$ cat config.mk
export PLATFORM = sky130hd
export DESIGN_NAME = four_lane_stream_demux
export DESIGN_NICKNAME = d
export VERILOG_FILES = /design/src/rtl/four_lane_stream_demux.sv
export SDC_FILE = /design/constraint.sdc
export NUM_CORES = 1
export LEC_CHECK = 0
export CAP_MARGIN = 20
export CORE_MARGIN = 1.5
export CORE_UTILIZATION = 47
export DETAILED_ROUTE_END_ITERATION = 12
export PLACE_DENSITY_LB_ADDON = 0.08
export SLEW_MARGIN = 15
export SYNTH_ARGS = -nofsm -noshare
export SYNTH_HDL_FRONTEND = slang
export SYNTH_SLANG_ARGS = --single-unit
$ cat constraint.sdc
create_clock -name clk -period 3.2 [get_ports clk]
set_clock_uncertainty 0.15 [all_clocks]
set_input_delay 0.64 -clock clk [delete_from_list [all_inputs] [get_ports clk]]
set_output_delay 0.64 -clock clk [all_outputs]
set_load 0.01 [all_outputs]
$ cat src/rtl/four_lane_stream_demux.sv
// Four-lane pixel stream demultiplexer.
// Whole lines go to one lane, chosen in fixed or round-robin mode.
module four_lane_stream_demux #(
  parameter int DATA_W = 8
) (
  input  logic                clk,
  input  logic                rst_n,
  input  logic [DATA_W-1:0]   in_data,
  input  logic                in_valid,
  input  logic                in_last,
  output logic                in_ready,
  input  logic                mode,
  input  logic [1:0]          fixed_sel,
  output logic [4*DATA_W-1:0] out_data,
  output logic [3:0]          out_last,
  output logic [3:0]          out_valid,
  input  logic [3:0]          out_ready,
  output logic [1:0]          cur_lane,
  output logic [15:0]         line_count
);

  typedef enum logic {
    IDLE,
    IN_LINE
  } state_t;

  state_t     state_q;
  state_t     state_d;
  logic [1:0] lane_q;
  logic [1:0] rr_q;
  logic       mode_q;
  logic [1:0] tgt;
  logic       line_mode;
  logic       accept;

  // Lane and mode are frozen for the rest of a line once it starts.
  always_comb begin
    tgt       = mode ? rr_q : fixed_sel;
    line_mode = mode;
    if (state_q == IN_LINE) begin
      tgt       = lane_q;
      line_mode = mode_q;
    end
  end

  assign cur_lane = tgt;
  assign in_ready = rst_n & (~out_valid[tgt] | out_ready[tgt]);
  assign accept   = in_valid & in_ready;

  // Next-state logic: track whether we are between lines or inside one.
  always_comb begin
    state_d = state_q;
    if (accept) begin
      state_d = in_last ? IDLE : IN_LINE;
    end
  end

  // Line bookkeeping: FSM, captured lane, round-robin pointer, line count.
  always_ff @(posedge clk) begin
    if (!rst_n) begin
      state_q    <= IDLE;
      lane_q     <= 2'd0;
      mode_q     <= 1'b0;
      rr_q       <= 2'd0;
      line_count <= 16'd0;
    end else begin
      state_q <= state_d;
      if (accept && state_q == IDLE) begin
        lane_q <= tgt;
        mode_q <= mode;
      end
      if (accept && in_last) begin
        line_count <= line_count + 16'd1;
        if (line_mode) begin
          rr_q <= rr_q + 2'd1;
        end
      end
    end
  end

  // Per-lane one-entry output registers; a load wins over a drain.
  always_ff @(posedge clk) begin
    if (!rst_n) begin
      out_data  <= '0;
      out_last  <= '0;
      out_valid <= '0;
    end else begin
      for (int k = 0; k < 4; k++) begin
        if (accept && tgt == 2'(k)) begin
          out_data[k*DATA_W +: DATA_W] <= in_data;
          out_last[k]                  <= in_last;
          out_valid[k]                 <= 1'b1;
        end else if (out_ready[k]) begin
          out_valid[k] <= 1'b0;
        end
      end
    end
  end

endmodule

==> flow_metrics.tcl, run 1 <==
set metrics [dict create \
    finalPower_mw 1.77 \
    finalWorstSetupSlack_ns 0.0857 \
    numCtsBuffers 9 \
    htree_num_levels 3 \
    post-dp-hpwl_mm 4.65 \
    numPortBuffers 77 \
    drtAntennaViolNets 0 \
    startpoint "fixed_sel[0]" \
    synthCells 275 \
    grtUsageTotal_pct 23.1 \
    viasPerCell 5.31 \
    p_leak_nw 1.51 \
    synth_ff_type "dfxtp_1" \
    stdcell_count 447 \
    die_h_um 77.3 \
    synth_seq_cells 62 \
    detail_route.wl_per_cell_um 14.5 \
    setup_violations 0 \
    place_inst 431 \
    worstMarginPinSlew_ns 0.412 \
    irDropWorstVdd_uv 418 \
    antenna_cells 0 \
    cp.required_ns 2.41 \
    hold_class "register to register" \
    max_slew_margin_pct 72.4 \
    cts_max_path_buffers 2 \
    rr_startpoint "rr_q[0]$_SDFFE_PN0P_" \
    firstDrtPassIters 4 \
    place.gp.congestion 0.856 \
    final_area_mm2 0.00381 \
    cp.arrival_ns 2.32 \
    rsz0062_at_grt "false" \
    syn_area_per_cell_um2 9.45 \
    drcViolationCount 0 \
    cpPeakStageDelay_ns 0.42 \
    crit_path_end_kind "output port" \
    drive_gt1_share_pct 13.0 \
    seq_area_frac_synth_pct 47.8 \
    p_per_area_mw_per_mm2 463 \
    rows 26 \
    cts_setup_buffers 0 \
    clk_pin_slew_ns 0.07 \
    grt_overflow_total 0 \
    clk_latency_ns 0.34 \
    grt_start_max_net_pins 28 \
    period_needed_ns 3.11 \
    io_pins 78 \
    nets 392 \
    slowest_stage "clkdlybuf4s50_1" \
    path_cells "clkdlybuf4s50_1 > mux2_4 > o211a_1 > o31ai_4 > and3_4 > clkdlybuf4s15_1" \
    syn2layout_area_growth_pct 46.8 \
    hold_path_startpoint "out_last[1]$_SDFFE_PN0P_" \
    grt_pass1_vias 2369 \
    fin_crit_sh_pct 97.3 \
    drv_cap 0 \
    crit_family "buffers and inverters" \
    hold_violations 0 \
    final_max_slew_viol_count 0 \
    dr.first_iter.drc_count 137 \
    max_clock_freq_mhz 321 \
    cts-root-buf "clkbuf_8" \
    design.core.area_mm2 0.00520 \
    clock-sinks 62 \
    path_class "input pin to output port" \
    synth.distinct_cells 36 \
    initial_core_util_pct 49.9 \
    grt_pass1_wl_mm 10.9 \
    antenna_found_initial 0 \
    crit_path_start_kind "input pin" \
    outcome "finished clean" \
    place_area_mm2 0.00359 \
    place_ws_ns -0.434 \
    die_width_um 77.3 \
    cts_tree "done" \
    async_flop_share_pct 0 \
    vias 2372 \
    syn_nets 295 \
    drt-total-wl_mm 6.49 \
    cp.buffers_inverters 2 \
    synth_edf_count 0 \
    synth.cell_area_mm2 0.00260 \
    die-area_mm2 0.00598 \
    critPathMaxFanout 6 \
    yosys_warnings 0 \
    fin_tns_setup_ns 0 \
]
==> final timing paths <==
| path | to | slack [ns] | cells after the start |
|---|---|---|---|
| setup / recovery | in_ready | 0.09 | 6 |
| hold / removal | out_last[1]$_SDFFE_PN0P_ | 0.31 | 2 |
| setup reg to reg | line_count[13]$_SDFFE_PN0P_ | 0.84 | 7 |
| hold reg to reg | out_last[1]$_SDFFE_PN0P_ | 0.31 | 2 |
==> registers in the layout, indices dropped and copies added (netlist names) <==
name and count:
out_data 32, line_count 16, out_last 4, out_valid 4, lane_q 2, rr_q 2
mode_q 1, state_q 1
==> where the power goes <==
group | leakage [nW] | internal, mW | total, mW | switching [mW]
Clock | 0.106 | 0.437 | 0.745 | 0.308
Combinational | 0.898 | 0.113 | 0.214 | 0.101
Sequential | 0.502 | 0.793 | 0.807 | 0.0140
Total | 1.51 | 1.34 | 1.77 | 0.422
==> worst min-delay path, cell delays in order (launching register included) <==
cell and delay, ns:
dfxtp_1 0.31, nand2_1 0.05, a21oi_1 0.05
==> synth_stat cells, types with 2 or more instances <==
library cell  number  area share, %
or3_1              3           0.72
nand3_1            7            1.3
o22ai_1            2           0.48
mux2i_1           41             16
nand4_1            6            1.4
o21ai_0            7            1.3
o211ai_1           6            1.7
buf_2              3           0.58
o31ai_1           11            3.2
dfxtp_1           62             48
clkbuf_1          10            1.4
nand2_1           15            2.2
nor2_1            43            6.2
buf_1              2           0.29
inv_1              9            1.3
mux2_2             2           0.87
and4_1             2           0.67
or4_1              5            1.4
and3_1             4           0.96
o211a_1            2           0.77
nand2b_1           5            1.2
a21oi_1           13            2.5
nor3_1             2           0.39
==> routing by layer <==
layer | track usage (%) | up-vias | share of wire [%]
li1 | - | 1180 | -
met1 | 26.3 | 1115 | 42
met2 | 38.7 | 66 | 49
met3 | 7.53 | 11 | 7.2
met4 | 11.5 | 0 | 2.0
met5 | 0 | - | 0
==> stage by stage <==
step | util [%] | hold WS [ns]
after CTS | 73.1 | 0.315
after floorplan | - | 0.280
after global placement | 69.1 | 0.289
final | 73.2 | 0.310
after global routing | 73.2 | 0.339
after detailed placement | 69.1 | 0.306
==> logic make-up (layout without fill, tap and decap cells) <==
logic type,after synthesis,after routing,share of synthesized area [%]
AND/OR/NAND/NOR,98,98,18.4
flip-flops,62,62,47.8
AO/OA/AOI/OAI,46,46,12.4
multiplexers,44,44,17.2
buffers and inverters,24,126,3.61
adder cells (fa/ha/maj),1,1,0.482
==> final cells by class <==
| class | instances | area [um2] |
|---|---|---|
| tap | 70 | 87.6 |
| clock buffer | 10 | 128 |
| timing repair buffer | 101 | 962 |
| sequential | 62 | 1240 |
| clock inverter | 6 | 86.3 |
| fill | 417 | 1390 |
| multi-input combinational | 189 | 1270 |
| inverter | 9 | 33.8 |
==> repair_timing <==
action	4_1_cts	5_1_grt
endpoints found under the hold margin	0	0
endpoints found under the setup margin	3	1
hold buffers	0	0
gates resized for setup	3	2
pin swaps	0	0
gates cloned	0	0
==> placed cells by master (no fill, tap or decap), types with 2 or more instances in the layout <==
cell | netlist | final
clkdlybuf4s50_1 | 0 | 75
dfxtp_1 | 62 | 62
nor2_1 | 43 | 43
mux2i_1 | 41 | 41
buf_4 | 0 | 23
nand2_1 | 15 | 15
a21oi_1 | 13 | 13
o31ai_1 | 11 | 11
inv_1 | 9 | 9
clkbuf_8 | 0 | 9
nand3_1 | 7 | 7
o21ai_0 | 7 | 6
nand4_1 | 6 | 6
o211ai_1 | 6 | 6
nand2b_1 | 5 | 5
or4_1 | 5 | 5
and3_1 | 4 | 3
or3_1 | 3 | 3
mux2_2 | 2 | 2
o211a_1 | 2 | 2
nor3_1 | 2 | 2
o22ai_1 | 2 | 2
and4_1 | 2 | 2
clkinv_2 | 0 | 2
bufinv_16 | 0 | 2
Note: power is estimated with default switching activity, not from simulation.
==> run 2: changes to the inputs <==
CTS_BUF_LIST = sky130_fd_sc_hd__clkbuf_16   (was unset)
==> run 2 against run 1 <==
Worst setup slack improved by 0.0032 ns. Combinational power barely moved. Design area rose by 2.7%. Critical path type unchanged. Register-to-register slack got worse by 0.06 ns. Largest power group is now clock. Highest routed layer unchanged.
==> flow_metrics.tcl, run 2 (same netlist as run 1, synthesis figures left out) <==
set metrics [dict create \
    outcome "finished clean" \
    antenna_found_initial 0 \
    design.core.area_mm2 0.00520 \
    hold_path_startpoint "out_last[1]$_SDFFE_PN0P_" \
    startpoint "fixed_sel[0]" \
    hold_class "register to register" \
    grt_pass1_vias 2388 \
    final_max_slew_viol_count 0 \
    die_h_um 77.3 \
    post-dp-hpwl_mm 4.65 \
    io_pins 78 \
    path_class "input pin to output port" \
    irDropWorstVdd_uv 488 \
    die_width_um 77.3 \
    antenna_cells 0 \
    drv_cap 0 \
    drt-met1-wl_mm 2.76 \
    setup_violations 0 \
    cts-root-buf "clkbuf_16" \
    grtUsageTotal_pct 23.6 \
    drcViolationCount 0 \
    cts_max_path_buffers 2 \
    grt_overflow_total 0 \
    p_per_area_mw_per_mm2 520 \
    r2r_slack_ns 0.78 \
    cts_tree "done" \
    wl_met2_mm 3.32 \
    clk_pin_slew_ns 0.05 \
    top_regs "out_data x32, line_count x16" \
    initial_core_util_pct 49.9 \
    p_leak_nw 1.56 \
    drtAntennaViolNets 0 \
    vias 2347 \
    hold_violations 0 \
    rows 26 \
    detail_route.wl_per_cell_um 14.9 \
    numPortBuffers 77 \
    wl_met3_um 448 \
    worstMarginPinSlew_ns 0.442 \
    finalPower_mw 2.04 \
    rsz0062_at_grt "false" \
    clk_latency_ns 0.32 \
    place_ws_ns -0.434 \
    rr_startpoint "rr_q[0]$_SDFFE_PN0P_" \
    nets 392 \
    clock-sinks 62 \
    cp.arrival_ns 2.32 \
    finalWorstSetupSlack_ns 0.0889 \
    highest_layer "met4" \
    largest_register "out_data" \
    drt-total-wl_mm 6.65 \
    grt_pass1_wl_mm 11.1 \
    viasPerCell 5.25 \
    dr.first_iter.drc_count 147 \
    max_slew_margin_pct 70.4 \
    largest_reg_flops 32 \
    crit_path_end_kind "output port" \
    place.gp.congestion 0.856 \
    htree_num_levels 3 \
    max_clock_freq_mhz 321 \
    crit_path_start_kind "input pin" \
    final_common_cell "clkdlybuf4s50_1" \
    die-area_mm2 0.00598 \
    critPathMaxFanout 6 \
    firstDrtPassIters 4 \
    fin_crit_sh_pct 97.2 \
    hold_buffers 0 \
    cp.required_ns 2.41 \
    grt_start_max_net_pins 28 \
    final_cell_mix "clkdlybuf4s50_1 (75), dfxtp_1 (62), nor2_1 (43)" \
    numCtsBuffers 9 \
    period_needed_ns 3.11 \
    drive_gt1_share_pct 13.0 \
    syn2layout_area_growth_pct 50.7 \
]
-- run 2: critical path, cell delays in order --
cell and delay, ns:
clkdlybuf4s50_1 0.42, mux2_4 0.32, o211a_1 0.24, o31ai_4 0.25
and3_4 0.22, clkdlybuf4s15_1 0.23
-- run 2: timing repair --
action,in CTS,in global routing
buffers inserted,0,0
endpoints found under the setup margin,3,1
gates cloned,0,0
resized for setup,3,2
-- run 2: area by class of cell --
class	instances	area, um2
fill	406	1290
multi-input combinational	189	1270
sequential	62	1240
timing repair buffer	101	962
clock buffer	9	225
clock inverter	7	90.1
tap	70	87.6
inverter	9	33.8
-- run 2: where the power goes --
| part | internal, mW | total [mW] | leakage, nW | switching, mW |
|---|---|---|---|---|
| combinational | 0.113 | 0.214 | 0.898 | 0.101 |
| sequential | 0.795 | 0.809 | 0.502 | 0.0143 |
| clock | 0.676 | 1.01 | 0.157 | 0.336 |
| total | 1.58 | 2.04 | 1.56 | 0.452 |
-- run 2: path summary, 6_finish.rpt --
kind	endpoint	depth (start not counted)
min reg2reg	out_last[1]$_SDFFE_PN0P_	2
max	in_ready	6
max reg2reg	line_count[9]$_SDFFE_PN0P_	8
min	out_last[1]$_SDFFE_PN0P_	2
-- run 2: metrics by stage --
step	utilization (%)	hold WS, ns	instance area, um2	std cells	setup TNS, ns
after floorplan	-	0.280	2600	275	0
after global placement	69.1	0.289	3590	431	-0.559
after detailed placement	69.1	0.306	3590	431	-1.16
after CTS	75.1	0.313	3910	447	0
after global routing	75.2	0.336	3910	447	0
final	75.2	0.308	3910	447	0
-- run 2: metal layers --
metal  up-vias  GRT usage, %
met5         -             0
met4         0          11.5
met3        11          7.65
met2        61          39.6
met1      1091          26.9
li1       1184             -
==> run 3: changes to the inputs <==
CORE_UTILIZATION = 42   (was 47)
SETUP_SLACK_MARGIN = 0.02   (was unset)
==> run 3 against run 2 <==
Sequential power about the same. Clock power down 9%. Flip-flop and latch count unchanged. Count of clock-buffer cells in the layout unchanged. Sequential share of layout area up 0.33 points. Via count about the same. Routed wire length down 4.7%. Combinational power down 2%. Worst setup slack better by 0.0062 ns. Die area up 11%. Fmax up 0.20%. First-iteration DRC count down 47%.
==> flow_metrics.tcl, run 3 (same netlist as run 1, synthesis figures left out) <==
set metrics [dict create \
    fin_tns_setup_ns 0 \
    final_max_slew_viol_count 0 \
    hold_buffers 0 \
    crit_path_start_kind "input pin" \
    largest_register "out_data" \
    place_inst 435 \
    cp.arrival_ns 2.31 \
    drcViolationCount 0 \
    cp.required_ns 2.41 \
    drive_gt1_share_pct 12.2 \
    grt_start_max_net_pins 49 \
    clk_latency_ns 0.32 \
    largest_reg_flops 32 \
    clk_pin_slew_ns 0.05 \
    io_pins 78 \
    nets 391 \
    drt-total-wl_mm 6.33 \
    stdcell_count 451 \
    syn2layout_area_growth_pct 49.1 \
    hold_class "register to register" \
    final_area_mm2 0.00387 \
    multi_input_area_mm2 0.00127 \
    reg2reg_depth 7 \
    drv_cap 0 \
    htree_num_levels 3 \
    final_common_cell "clkdlybuf4s50_1" \
    viasPerCell 5.21 \
    place_area_mm2 0.00359 \
    grt_pass1_vias 2200 \
    design.core.area_mm2 0.00596 \
    dr.first_iter.drc_count 78 \
    die-area_mm2 0.00667 \
    numPortBuffers 77 \
    drtAntennaViolNets 0 \
    fill_cells 526 \
    antenna_cells 0 \
    irDropWorstVdd_uv 334 \
    p_leak_nw 1.55 \
    crit_path_end_kind "output port" \
    cts_tree "done" \
    max_clock_freq_mhz 322 \
    rows 28 \
    outcome "finished clean" \
    place.gp.congestion 0.792 \
    initial_core_util_pct 43.6 \
    fin_util_pct 65.0 \
    grt_overflow_total 0 \
    setup_violations 0 \
    period_needed_ns 3.10 \
    path_cells "clkdlybuf4s50_1 > mux2_4 > buf_4 > mux2i_1 > o221ai_2 > and3_1 > dlygate4sd2_1" \
    cpPeakStageDelay_ns 0.42 \
    rsz0062_at_grt "false" \
    max_slew_margin_pct 66.9 \
    grt_pass1_wl_mm 10.5 \
    top_regs "out_data x32, line_count x16" \
    p_per_area_mw_per_mm2 501 \
    die_h_um 81.6 \
    regArea_mm2 0.00124 \
    slowest_stage "clkdlybuf4s50_1" \
    cts_max_path_buffers 2 \
    worstMarginPinSlew_ns 0.496 \
    path_class "input pin to output port" \
    vias 2349 \
    hold_violations 0 \
    numCtsBuffers 9 \
    antenna_found_initial 0 \
    die_width_um 81.6 \
    min_path_cells 2 \
    critPathMaxFanout 4 \
    whs_ns 0.306 \
    fin_crit_sh_pct 97.0 \
    final_cell_mix "clkdlybuf4s50_1 (75), dfxtp_1 (62), nor2_1 (43)" \
    detail_route.wl_per_cell_um 14.0 \
    clock-sinks 62 \
    firstDrtPassIters 4 \
    post-dp-hpwl_mm 4.41 \
    cts-root-buf "clkbuf_16" \
    grtUsageTotal_pct 20.9 \
]
[run 3: area by class of cell]
type                       count  area share (%)
clock buffer                   9            5.81
clock inverter                 7            1.49
inverter                       9           0.872
multi-input combinational    189            32.8
sequential                    62            32.0
tap                           75            2.42
timing repair buffer         100            24.6
[run 3: path summary, 6_finish.rpt]
check                                            start                     endpoint  slack, ns
worst max-delay path                      fixed_sel[0]                     in_ready        0.1
worst min-delay path            lane_q[1]$_SDFFE_PN0P_       lane_q[1]$_SDFFE_PN0P_       0.31
worst max register to register    state_q$_SDFFE_PN0P_  line_count[13]$_SDFFE_PN0P_       0.76
worst min register to register  lane_q[1]$_SDFFE_PN0P_       lane_q[1]$_SDFFE_PN0P_       0.31
[run 3: power breakdown]
group | internal [mW] | total [mW] | switching, mW | leakage (nW)
combinational | 0.113 | 0.210 | 0.0976 | 0.896
sequential | 0.795 | 0.812 | 0.0170 | 0.502
clock | 0.590 | 0.917 | 0.327 | 0.151
[run 3: worst max-delay path, delay by kind of cell]
kind / cells / cell delay (ns)
mux: 2 / 0.49
buf+inv: 3 / 0.85
compound gates: 1 / 0.14
simple gates: 1 / 0.20
[run 3: timing repair]
item / CTS / global route
setup buffers: 0 / 0
endpoints found under the setup margin: 3 / 0
hold endpoints to repair: 0 / 0
resized for setup: 3 / 0
[run 3: stage by stage]
step	power [mW]	setup slack [ns]
6_report	1.94	0.0951
4_1_cts	1.95	0.0915
3_5_place_dp	1.04	-0.326
2_1_floorplan	0.923	0.659
5_1_grt	2.02	0.0204
3_3_place_gp	1.04	-0.308
[run 3: per-layer routing]
metal  vias to the layer above  wire length, um  track usage [%]
met5                         -                0                0
met4                         0              121             8.64
met3                         9              400             6.44
met2                        60             2960             32.6
met1                      1102             2850             26.7
li1                       1178                -                -
